==> src/rtl/clk_meter_if.sv <==
// clk_meter_if: control and result bundle between clk_meter and its user
//   start               master -> slave  one-cycle measurement request
//   busy/done/timeout   slave -> master  handshake and status
//   period_sum/high_sum slave -> master  SUM_W-bit window sums (clk cycles)
//   period_min/max      slave -> master  CNT_W-bit single-period extremes
interface clk_meter_if #(
    parameter int CNT_W       = 16,
    parameter int NUM_PERIODS = 8
);
    localparam int SUM_W = CNT_W + $clog2(NUM_PERIODS) + 1;
    logic             start;
    logic             busy;
    logic             done;
    logic             timeout;
    logic [SUM_W-1:0] period_sum;
    logic [SUM_W-1:0] high_sum;
    logic [CNT_W-1:0] period_min;
    logic [CNT_W-1:0] period_max;
    modport master (output start, input busy, done, timeout, period_sum, high_sum, period_min, period_max);
    modport slave  (input start, output busy, done, timeout, period_sum, high_sum, period_min, period_max);
endinterface

==> src/rtl/clk_meter.sv <==
// clk_meter: measures period sum, high-time sum and min/max period of an async clock
//   clk       system clock, all logic on its rising edge
//   rst_n     asynchronous active-low reset
//   meas_clk  clock under test, asynchronous to clk
//   bus       clk_meter_if.slave: start in; busy/done/timeout/results out
// Define CLK_METER_JITTER_EN to build min/max period tracking; otherwise
// period_min/period_max are tied to 0.
module clk_meter #(
    parameter int CNT_W       = 16,
    parameter int NUM_PERIODS = 8
) (
    input  logic        clk,
    input  logic        rst_n,
    input  logic        meas_clk,
    clk_meter_if.slave  bus
);
    localparam int SUM_W  = CNT_W + $clog2(NUM_PERIODS) + 1;
    localparam int EDGE_W = $clog2(NUM_PERIODS + 1);

    typedef enum logic [1:0] {IDLE, ARM, MEASURE} state_t;

    state_t            state_q, state_d;
    logic              s1_q, s2_q, s3_q;
    logic [CNT_W-1:0]  per_cnt_q, per_cnt_d;
    logic [EDGE_W-1:0] edge_cnt_q, edge_cnt_d;
    logic [SUM_W-1:0]  period_sum_q, period_sum_d;
    logic [SUM_W-1:0]  high_sum_q, high_sum_d;
    logic              done_q, done_d;
    logic              timeout_q, timeout_d;
    logic              rise, busy, accept, meas_rise, close, tmo;

    assign rise      = s2_q & ~s3_q;
    assign accept    = state_q == IDLE && bus.start && !done_q;
    assign meas_rise = state_q == MEASURE && rise;
    assign close     = meas_rise && edge_cnt_q == EDGE_W'(NUM_PERIODS - 1);
    // Timeout fires on the cycle the counter would saturate, so done lands
    // exactly 2^CNT_W-1 cycles after ARM entry with no rise seen.
    assign tmo       = busy && !rise && &per_cnt_d;

    always_ff @(posedge clk or negedge rst_n) begin
        if (!rst_n) state_q <= IDLE;
        else        state_q <= state_d;
    end

    always_comb begin
        state_d = state_q;
        case (state_q)
            IDLE:    state_d = accept ? ARM : IDLE;
            ARM:     state_d = rise ? MEASURE : (tmo ? IDLE : ARM);
            MEASURE: state_d = (close || tmo) ? IDLE : MEASURE;
            default: state_d = IDLE;
        endcase
    end

    always_comb begin
        busy = state_q != IDLE;
    end

    always_comb begin
        per_cnt_d    = accept ? '0 : (busy ? (rise ? CNT_W'(1) : per_cnt_q + CNT_W'(1)) : per_cnt_q);
        edge_cnt_d   = accept ? '0 : (meas_rise ? edge_cnt_q + EDGE_W'(1) : edge_cnt_q);
        period_sum_d = accept ? '0 : (meas_rise ? period_sum_q + SUM_W'(per_cnt_q) : period_sum_q);
        // Window is [first rise, closing rise): ARM counts only its rise cycle.
        high_sum_d   = accept ? '0 :
                       ((state_q == MEASURE || rise) && busy && s2_q && !close) ? high_sum_q + SUM_W'(1) : high_sum_q;
        done_d       = close || tmo;
        timeout_d    = accept ? 1'b0 : (tmo ? 1'b1 : timeout_q);
    end

    always_ff @(posedge clk or negedge rst_n) begin
        if (!rst_n) begin
            s1_q         <= 1'b0;
            s2_q         <= 1'b0;
            s3_q         <= 1'b0;
            per_cnt_q    <= '0;
            edge_cnt_q   <= '0;
            period_sum_q <= '0;
            high_sum_q   <= '0;
            done_q       <= 1'b0;
            timeout_q    <= 1'b0;
        end else begin
            s1_q         <= meas_clk;
            s2_q         <= s1_q;
            s3_q         <= s2_q;
            per_cnt_q    <= per_cnt_d;
            edge_cnt_q   <= edge_cnt_d;
            period_sum_q <= period_sum_d;
            high_sum_q   <= high_sum_d;
            done_q       <= done_d;
            timeout_q    <= timeout_d;
        end
    end

`ifdef CLK_METER_JITTER_EN
    logic [CNT_W-1:0] period_min_q, period_min_d;
    logic [CNT_W-1:0] period_max_q, period_max_d;

    always_comb begin
        period_min_d = accept ? '1 : ((meas_rise && per_cnt_q < period_min_q) ? per_cnt_q : period_min_q);
        period_max_d = accept ? '0 : ((meas_rise && per_cnt_q > period_max_q) ? per_cnt_q : period_max_q);
    end

    always_ff @(posedge clk or negedge rst_n) begin
        if (!rst_n) begin
            period_min_q <= '0;
            period_max_q <= '0;
        end else begin
            period_min_q <= period_min_d;
            period_max_q <= period_max_d;
        end
    end

    assign bus.period_min = period_min_q;
    assign bus.period_max = period_max_q;
`else
    assign bus.period_min = '0;
    assign bus.period_max = '0;
`endif

    assign bus.busy       = busy;
    assign bus.done       = done_q;
    assign bus.timeout    = timeout_q;
    assign bus.period_sum = period_sum_q;
    assign bus.high_sum   = high_sum_q;
endmodule

==> src/flat_wrapper.sv <==
// flat-port wrapper written by rule: the top's interface ports become plain ports
module clk_meter_flat 
#(
    parameter int CNT_W       = 16,
    parameter int NUM_PERIODS = 8
)
  (clk, rst_n, meas_clk, bus_start, bus_busy, bus_done, bus_timeout, bus_period_sum, bus_high_sum, bus_period_min, bus_period_max);
  clk_meter_if #(.CNT_W(CNT_W), .NUM_PERIODS(NUM_PERIODS)) bus_i ();
  input  logic clk;
  input  logic rst_n;
  input  logic meas_clk;
  input wire logic [$bits(bus_i.start)-1:0] bus_start;
  output wire logic [$bits(bus_i.busy)-1:0] bus_busy;
  output wire logic [$bits(bus_i.done)-1:0] bus_done;
  output wire logic [$bits(bus_i.timeout)-1:0] bus_timeout;
  output wire logic [$bits(bus_i.period_sum)-1:0] bus_period_sum;
  output wire logic [$bits(bus_i.high_sum)-1:0] bus_high_sum;
  output wire logic [$bits(bus_i.period_min)-1:0] bus_period_min;
  output wire logic [$bits(bus_i.period_max)-1:0] bus_period_max;
  assign bus_i.start = bus_start;
  assign bus_busy = bus_i.busy;
  assign bus_done = bus_i.done;
  assign bus_timeout = bus_i.timeout;
  assign bus_period_sum = bus_i.period_sum;
  assign bus_high_sum = bus_i.high_sum;
  assign bus_period_min = bus_i.period_min;
  assign bus_period_max = bus_i.period_max;
  clk_meter #(.CNT_W(CNT_W), .NUM_PERIODS(NUM_PERIODS)) u_core (.clk(clk), .rst_n(rst_n), .meas_clk(meas_clk), .bus(bus_i));
endmodule
==> config.mk <==
export PLATFORM = sky130hd
export DESIGN_NAME = clk_meter_flat
export DESIGN_NICKNAME = d
export VERILOG_FILES = /design/src/rtl/clk_meter_if.sv /design/src/rtl/clk_meter.sv /design/src/flat_wrapper.sv
export SDC_FILE = /design/constraint.sdc
export NUM_CORES = 1
export LEC_CHECK = 0
export BUFFER_PORTS_ARGS = -buffer_cell sky130_fd_sc_hd__buf_2
export CAP_MARGIN = 10
export CORE_ASPECT_RATIO = 0.75
export CORE_UTILIZATION = 45
export CTS_CLUSTER_DIAMETER = 30
export CTS_CLUSTER_SIZE = 24
export DETAILED_ROUTE_END_ITERATION = 10
export PLACE_DENSITY_LB_ADDON = 0.05
export SYNTH_ARGS = -nofsm -noshare
export SYNTH_HDL_FRONTEND = slang
export SYNTH_SLANG_ARGS = --single-unit
==> constraint.sdc <==
create_clock -name clk -period 5.05 [get_ports clk]
set_input_delay 0 -clock clk [delete_from_list [all_inputs] [get_ports clk]]
set_output_delay 0 -clock clk [all_outputs]
set_load 0.02 [all_outputs]
Yosys cells after proc, flatten, opt, wreduce, memory -nomap -nowiden
Cells that the tools add are included.

Bitwise operators: 2. Order comparisons: 0. $mul: 0. Divide/modulo/power cells: 0. Muxes and demuxes: 16. Reductions and logical operators: 20. Shift operators: 0. $add $sub $neg: 4. Eq/ne operators: 3.

Operators with widths (number): $mux W20 (4); $mux W16 (3); $add A20 B1 Y20 const B (1); $add A20 B16 Y20 (1); $add A16 B1 Y16 const B (1); $reduce_and A16 Y1 (1); $logic_and A1 B1 Y1 (9); $mux W4 (2); $reduce_bool A2 Y1 (4); $pmux W2 S3 (1); $add A4 B1 Y4 const B (1); $eq A4 B3 Y1 const B (1); $mux W1 (4); $mux W2 (2); $logic_not A1 Y1 (3); $eq A2 B1 Y1 const B (1); $eq A2 B2 Y1 const B (1); $logic_not A2 Y1 (1); $logic_or A1 B1 Y1 (2); $and A1 B1 Y1 (1); $not A1 Y1 (1).

Output and inout port bits: 75. Latch bits: 0. Memory bits (writable): 0. Memory bits (read-only): 0. Memories kept: 0. Input bits: 4. Register bits: 67. Word-level logic and storage cells: 55.

Logic depth before layout (Yosys ltp)
Gate-level depths: netlist of run 1.

Depth after elaboration: 10. Mapped depth: 9. Mapped depth without buffers: 9.

Worst setup path after synthesis of run 1
OpenSTA, ideal clock, no wires.

Kind: register to register. From: register u_core.period_sum_q[0], in the netlist u_core.bus.period_sum[0]. To: register u_core.period_sum_q[14], in the netlist u_core.bus.period_sum[14]. Buffers on the path: 0. Setup slack: 2.464 ns. Arrival time: 2.465 ns. Setup time: 0.121 ns. Required time: 4.929 ns. Cell stages (with the launch flop): 10. Clock period less this slack: 2.586 ns. Cell sequence: dfrtp_1 > ha_1 > fa_1 > a211oi_1 > o21ai_0 > a41oi_1 > nor2_1 > a221oi_1 > xnor2_1 > a22o_1.

Longest elaborated chain between the ends: 3.

Ends and longest elaborated chain: start, declared (line clk_meter.sv:26) `logic [SUM_W-1:0] period_sum_q, period_sum_d;`; start signal, assigned (line clk_meter.sv:87) `period_sum_q <= period_sum_d;`; $add A20 B16 Y20 (line clk_meter.sv:62) `period_sum_d = accept ? '0 : (meas_rise ? period_sum_q + SUM_W'(per_cnt_q) : period_sum_q);`; $mux W20 (2 in series) (line clk_meter.sv:62).

No other way between the ends. The select of a mux whose other input is x is not followed. A chain may end at the register's enable or synchronous reset.

Final worst setup path of run 1
From: register u_core.per_cnt_q[0]. To: register u_core.period_sum_q[14], in the netlist u_core.bus.period_sum[14].

Longest elaborated chain between the ends: 3.

Ends and longest elaborated chain: start, declared (line clk_meter.sv:24) `logic [CNT_W-1:0] per_cnt_q, per_cnt_d;`; start signal, assigned (line clk_meter.sv:85) `per_cnt_q <= per_cnt_d;`; $add A20 B16 Y20 (line clk_meter.sv:62); $mux W20 (2 in series) (line clk_meter.sv:62).

No other way between the ends. The select of a mux whose other input is x is not followed.

==> flow_metrics.tcl, run 1 <==
set metrics [dict create \
    status "completed" \
    setup_viol 0 \
    fin_nets 479 \
    antenna_found_initial 0 \
    cts_resized 0 \
    hold_violations 0 \
    die_w_um 110.8 \
    numClockSinks 67 \
    routed-via-count 3040 \
    drtIter0Drc 108 \
    p_comb_share_pct 20.2 \
    firstDrtPassIters 4 \
    grt_overflow 0 \
    io_buffers 46 \
    critPathCaptureType "flop" \
    cts_buffers 9 \
    p_switching_uw 528.3 \
    worstReg2RegStart "u_core.per_cnt_q[0]$_DFF_PN0_" \
    hpwlAfterDp_um 5977 \
    post_cts_buffers 0 \
    seq_area_frac_synth_pct 41.99 \
    cp_data_required_time_ns 5.28 \
    initial_core_util_pct 46.82 \
    leakage_nw 2.337 \
    htreeDepth 3 \
    hp-start "bus_start" \
    crit_type "reg2reg" \
    ioPinCount 79 \
    grt_max_degree 68 \
    synth.distinct_cells 57 \
    tritoncts "done" \
    synth-seq-cells 67 \
    syn2layout_area_growth_pct 13.63 \
    via_per_inst 5.352 \
    crit_fanout 8 \
    arrival_ns 3.16 \
    syn_area_um2 3993 \
    holdCritPathClass "in2reg" \
    ys.flop_type "dfrtp_1" \
    power.density_nw_per_um2 350.8 \
    track_usage_pct 19.54 \
    core_um2 8527 \
    syn_inst 404 \
    drive_above_1_share_pct 17.17 \
    grt_pass1_vias 2769 \
    cts.clk_slew.worst_paths_ns 0.05 \
    clkPwrFrac_pct 39.2 \
    seqPwrFrac_pct 40.6 \
    cts_buffer_depth 2 \
    max_slew_margin_pct 32.60 \
    ant_nets 0 \
    p_int_mw 1.063 \
    cts_root_buf "clkbuf_16" \
    synth.avg_cell_area_um2 9.883 \
    p_total_mw 1.591 \
    min_period_ns 2.935 \
    wl_per_cell_um 14.90 \
    clock_latency_ns 0.34 \
    ir_drop_mv 0.2661 \
    hold_ws_ns 0.04257 \
    async_flop_share_pct 100.0 \
    diodes 0 \
    rows 29 \
    p_sw_share_pct 33.20 \
    die_y_um 83.58 \
    synth-edff-count 0 \
    die_area_um2 9257 \
    min_period_over_period_pct 58.11 \
    ys_warn_count 0 \
    grt_setup_unrepaired "no" \
    r2r_slack_ns 2.12 \
    slew_viol_final 0 \
    grt_pass1_wl_um 14210 \
    drv_cap 0 \
    fmax_mhz 340.8 \
    tns_ns 0 \
    pre_cts_ws_ns 2.152 \
    skew_ns 0.009423 \
    drt_wl_total_um 8464 \
    post-route-drc-count 0 \
    cts_hold_buf 2 \
    place.gp.congestion 0.8165 \
    crit_start "u_core.per_cnt_q[0]$_DFF_PN0_" \
    setup_slack_ns 2.115 \
    worstMarginPinSlew_ns 1.005 \
    start_kind "flop" \
]
==> synth_stat cells (all sizes together) (3+ instances only) <==
cell type / instances / share of area (%)
a211oi: 4 / 0.75
a21o: 11 / 2.1
a21oi: 13 / 1.9
a22o: 17 / 3.7
and3: 4 / 0.63
buf: 36 / 6.7
clkbuf: 6 / 0.56
dfrtp: 67 / 42
ha: 19 / 6.0
inv: 9 / 0.85
nand2: 23 / 2.2
nand2b: 4 / 0.63
nand3: 21 / 2.9
nand4: 14 / 2.4
nor2: 38 / 3.6
nor3: 7 / 1.1
nor4: 3 / 0.47
o211ai: 5 / 0.94
o21a: 5 / 0.94
o21ai: 14 / 1.8
o31ai: 6 / 1.1
or3: 4 / 0.63
or4: 4 / 0.85
xnor2: 19 / 4.2
xor2: 23 / 5.0
==> power groups by stage <==
stage                     Sequential, mW  Clock, mW  Combinational [mW]
final                              0.646      0.624               0.322
after floorplan                    0.642          0               0.260
after global routing               0.653      0.664               0.360
after CTS                          0.645      0.639               0.327
after detailed placement           0.654          0               0.323
after global placement             0.651          0               0.324
==> critical path, stage by stage (launching register included) <==
cell and delay (ns):
dfrtp_1 0.45, ha_1 0.26, fa_1 0.43, a211oi_1 0.30, o21ai_0 0.20, a41oi_1 0.45, nor2_1 0.11, a221oi_1 0.34
xnor2_1 0.10, a22o_1 0.18
==> registers in the layout, summed over array words and instances (netlist names) <==
name / flops
u_core.bus.timeout: 1
u_core.edge_cnt_q: 4
u_core.s2_q: 1
u_core.per_cnt_q: 16
u_core.s3_q: 1
u_core.bus.high_sum: 20
u_core.bus.done: 1
u_core.state_q: 2
u_core.bus.period_sum: 20
u_core.s1_q: 1
==> metrics by stage <==
step | instance area, um^2 | util, % | cells
after floorplan | 4109 | - | 435
after global placement | 4223 | 49.52 | 550
after detailed placement | 4223 | 49.52 | 550
after CTS | 4537 | 53.21 | 568
after global routing | 4537 | 53.21 | 568
final | 4537 | 53.21 | 568
==> final cells by class <==
cell class                      instances  area, um^2
Fill cell                             792        3990
Multi-Input combinational cell        317        2125
Sequential cell                        67        1677
Timing Repair Buffer                   51       272.8
Clock buffer                           10       239.0
Tap cell                              108       135.1
Clock inverter                          6       55.05
Inverter                                9       33.78
==> path summary, 6_finish.rpt <==
check                                                        end  cells past startpoint
max                        u_core.bus.period_sum[14]$_DFFE_PN0P_                      9
min                                u_core.per_cnt_q[1]$_DFF_PN0_                      4
max reg2reg                u_core.bus.period_sum[14]$_DFFE_PN0P_                      9
max in group asynchronous     u_core.bus.high_sum[4]$_DFFE_PN0P_                      3
min in group asynchronous   u_core.bus.period_sum[6]$_DFFE_PN0P_                      3
min reg2reg                                u_core.s2_q$_DFF_PN0_                      0
==> kinds of logic (layout without fill, tap and decap cells) <==
| group | count (synthesis) | after routing | synth area share [%] |
|---|---|---|---|
| flops | 67 | 67 | 41.99 |
| simple gates | 133 | 133 | 17.58 |
| mux | 2 | 2 | 0.5327 |
| xor+xnor | 42 | 42 | 9.213 |
| fa+ha+maj | 20 | 20 | 6.456 |
| buf+inv | 51 | 76 | 8.116 |
| compound gates | 88 | 88 | 16.01 |
| other cells | 1 | 32 | 0.09392 |
==> layer usage <==
metal	global-route usage [%]	wire length, um	vias to the layer above
li1	-	-	1505
met1	29.85	4613	1450
met2	26.37	3399	78
met3	5.955	391	7
met4	5.091	60	0
met5	0	0	-
==> placed cells by master, fill, tap and decap left out, drive strengths merged, types with 5 or more instances in the layout <==
cell type | Yosys | final
ha | 19 | 19
o21ai | 14 | 14
xor2 | 23 | 23
nand2 | 23 | 23
clkinv | 0 | 5
conb | 1 | 32
a21o | 11 | 11
nor3 | 7 | 7
a22o | 17 | 17
o211ai | 5 | 5
o31ai | 6 | 6
xnor2 | 19 | 19
dfrtp | 67 | 67
a21oi | 13 | 13
o21a | 5 | 5
nand4 | 14 | 14
buf | 36 | 49
nand3 | 21 | 21
clkbuf | 6 | 10
nor2 | 38 | 38
inv | 9 | 9
Note: power is estimated with default switching activity, not from simulation.
==> inputs of run 2 (changes only) <==
--- a/config.mk
+++ b/config.mk
@@ -5,6 +5,7 @@
 export SDC_FILE = /design/constraint.sdc
 export NUM_CORES = 1
 export LEC_CHECK = 0
+export ABC_AREA = 1
 export BUFFER_PORTS_ARGS = -buffer_cell sky130_fd_sc_hd__buf_2
 export CAP_MARGIN = 10
 export CORE_ASPECT_RATIO = 0.75
==> constraint.sdc (replaced) <==
create_clock -name clk -period 2.85 [get_ports clk]
set_input_delay 0 -clock clk [delete_from_list [all_inputs] [get_ports clk]]
set_output_delay 0 -clock clk [all_outputs]
set_load 0.02 [all_outputs]
==> run 2 against run 1 <==
  * Maximum frequency rose by 30%
  * Synthesized cell count grew 46%
  * Largest power group unchanged
  * Clock skew fell by 0.0051 ns
  * Clock power grew 79%
  * Sequential power up 78%
  * Highest routed layer unchanged
  * Total power increased by 96%
  * Clock-buffer cell count fell by 1
  * Synthesized area rose by 11%
  * Critical endpoint is now u_core.bus.period_sum[18]$_DFFE_PN0P_
==> flow_metrics.tcl, run 2 <==
set metrics [dict create \
    p_total_mw 3.125 \
    grt-busiest-layer "met1" \
    syn_area_um2 4425 \
    seqPwrFrac_pct 36.9 \
    initial_core_util_pct 47.54 \
    p_int_mw 1.963 \
    grtUsageMet2_pct 28.99 \
    skew_ns 0.004289 \
    seq_area_frac_synth_pct 37.89 \
    crit_type "reg2reg" \
    crit_fanout 6 \
    core_um2 9309 \
    worstReg2RegStart "u_core.per_cnt_q[0]$_DFF_PN0_" \
    yosysTopAreaCellShare_pct 37.89 \
    drt_wl_total_um 10630 \
    grt_pass1_wl_um 17190 \
    synth_area_leaders "dfrtp_1 38%, nand2_1 10%, buf_4 5.8%" \
    ys_warn_count 0 \
    cts_buffer_depth 2 \
    die_w_um 116.5 \
    io_buffers 46 \
    hold_violations 0 \
    synth.avg_cell_area_um2 7.526 \
    wl_per_cell_um 13.73 \
    holdPathEnd "u_core.per_cnt_q[4]$_DFF_PN0_" \
    critPathCaptureType "flop" \
    max_slew_margin_pct 38.87 \
    power.density_nw_per_um2 625.0 \
    rr_endpoint "u_core.bus.period_sum[18]$_DFFE_PN0P_" \
    cts_buffers 9 \
    fmax_mhz 444.3 \
    routed-via-count 3860 \
    grt_max_degree 42 \
    track_usage_pct 22.51 \
    yosysMostFrequentCell "nand2_1" \
    die_y_um 87.89 \
    htreeDepth 3 \
    setup_viol 0 \
    diodes 0 \
    tns_ns 0 \
    start_kind "flop" \
    tritoncts "done" \
    synth.distinct_cells 42 \
    drtIter0Drc 252 \
    cp_data_required_time_ns 3.08 \
    grt_setup_unrepaired "no" \
    status "completed" \
    grt_overflow 0 \
    ioPinCount 79 \
    min_period_ns 2.251 \
    drv_cap 0 \
    arrival_ns 2.48 \
    slew_viol_final 0 \
    ys.flop_type "dfrtp_1" \
    hpwlAfterDp_um 8249 \
    place.gp.congestion 0.9034 \
    synth_common_cells "122 x nand2_1, 67 x dfrtp_1, 67 x nor2_1, 64 x inv_1, 47 x nand3_1" \
    drive_above_1_share_pct 14.40 \
    met1_usage_pct 36.17 \
    syn_inst 588 \
    numClockSinks 67 \
    clkPwrFrac_pct 35.8 \
    cts.clk_slew.worst_paths_ns 0.06 \
    worstMarginPinSlew_ns 0.9170 \
    async_flop_share_pct 100.0 \
    use_met3_pct 4.983 \
    min_path_cells 4 \
    yosysTopAreaCell "dfrtp_1" \
    grt_pass1_vias 3348 \
    die_area_um2 10240 \
    fin_nets 665 \
    p_comb_share_pct 27.3 \
    syn2layout_area_growth_pct 12.98 \
    firstDrtPassIters 5 \
    synth-seq-cells 67 \
    holdCritPathClass "in2reg" \
    post-route-drc-count 0 \
    ant_nets 0 \
    final_cell_mix "122 x nand2_1, 67 x nor2_1, 67 x dfrtp_1" \
    hp-start "bus_start" \
    antenna_found_initial 0 \
    mostFrequentLayoutCell "nand2_1" \
    min_period_over_period_pct 78.97 \
    synth-edff-count 0 \
    p_switching_mw 1.162 \
    via_per_inst 4.987 \
    rr_worst_depth 12 \
    clock_latency_ns 0.34 \
    cts_root_buf "clkbuf_16" \
    rows 30 \
    leakage_nw 2.554 \
    ir_drop_mv 0.4599 \
    p_sw_share_pct 37.19 \
    r2r_slack_ns 0.60 \
]
[run 2: worst max-delay path by stage]
stage | from | endpoint | slack, ns
4_1_cts | u_core.per_cnt_q[0]$_DFF_PN0_ | u_core.bus.period_sum[16]$_DFFE_PN0P_ | 0.62
3_3_place_gp | u_core.per_cnt_q[0]$_DFF_PN0_ | u_core.bus.period_sum[16]$_DFFE_PN0P_ | 0.69
5_1_grt | u_core.per_cnt_q[0]$_DFF_PN0_ | u_core.bus.period_sum[12]$_DFFE_PN0P_ | 0.28
2_1_floorplan | u_core.bus.period_sum[0]$_DFFE_PN0P_ | u_core.bus.period_sum[16]$_DFFE_PN0P_ | 0.79
3_5_place_dp | u_core.per_cnt_q[0]$_DFF_PN0_ | u_core.bus.period_sum[16]$_DFFE_PN0P_ | 0.64
6_report | u_core.per_cnt_q[0]$_DFF_PN0_ | u_core.bus.period_sum[18]$_DFFE_PN0P_ | 0.60
[run 2: cells by family after synthesis]
| family | count (synthesis) | share of synthesized area [%] |
|---|---|---|
| and+or+nand+nor | 295 | 30.87 |
| buffers and inverters | 110 | 12.52 |
| AOI/OAI and AO/OA | 84 | 10.63 |
| DFF | 67 | 37.89 |
| adders and majority gates | 20 | 5.824 |
| xor gates and xnor gates | 11 | 2.177 |
| other | 1 | 0.08474 |
[run 2: layout make-up]
type,count,area [um^2]
clock inverter,7,76.32
multi-input combinational,442,2311
sequential,67,1677
clock buffer,9,225.2
fill,910,4309
inverter,66,247.7
timing repair buffer,55,302.8
tap,128,160.2
[run 2: what timing repair did]
| action | CTS | global route |
|---|---|---|
| hold buffers | 2 | 0 |
| endpoints found under the hold margin | 40 | 0 |
| buffers inserted | 0 | 0 |
| resized for setup | 0 | 0 |
[run 2: routing by layer]
layer	up-vias	part of all wire, %
li1	1998	-
met1	1733	54
met2	115	38
met3	14	6.9
met4	0	1.3
met5	-	0
[run 2: power groups by stage]
stage | combinational, mW | clock [mW] | sequential [mW]
3_3_place_gp | 0.842 | 0 | 1.16
4_1_cts | 0.857 | 1.15 | 1.15
5_1_grt | 0.958 | 1.19 | 1.17
3_5_place_dp | 0.852 | 0 | 1.17
6_report | 0.853 | 1.12 | 1.15
2_1_floorplan | 0.657 | 0 | 1.18
[run 2: worst max-delay path: stages, from the launching register on]
cell and delay, ns:
dfrtp_1 0.44, ha_1 0.26, fa_1 0.42, nand3_1 0.09
nand3_1 0.12, a21oi_1 0.19, inv_1 0.09, nand3_1 0.07
nand2_1 0.09, nand2_1 0.08, nand2_1 0.09, a21oi_1 0.14
nor2_1 0.06
[run 2: per-stage QoR]
| stage | cells | area [um^2] | hold WS [ns] | util [%] | worst slack [ns] |
|---|---|---|---|---|---|
| final | 774 | 5000 | 0.05284 | 53.71 | 0.5993 |
| after floorplan | 619 | 4542 | -0.2956 | - | 0.7915 |
| after detailed placement | 756 | 4678 | 0.1103 | 50.26 | 0.6372 |
| after global routing | 774 | 5000 | 0.05680 | 53.71 | 0.2791 |
| after global placement | 756 | 4678 | 0.1109 | 50.26 | 0.6949 |
| after CTS | 774 | 5000 | 0.04564 | 53.71 | 0.6230 |
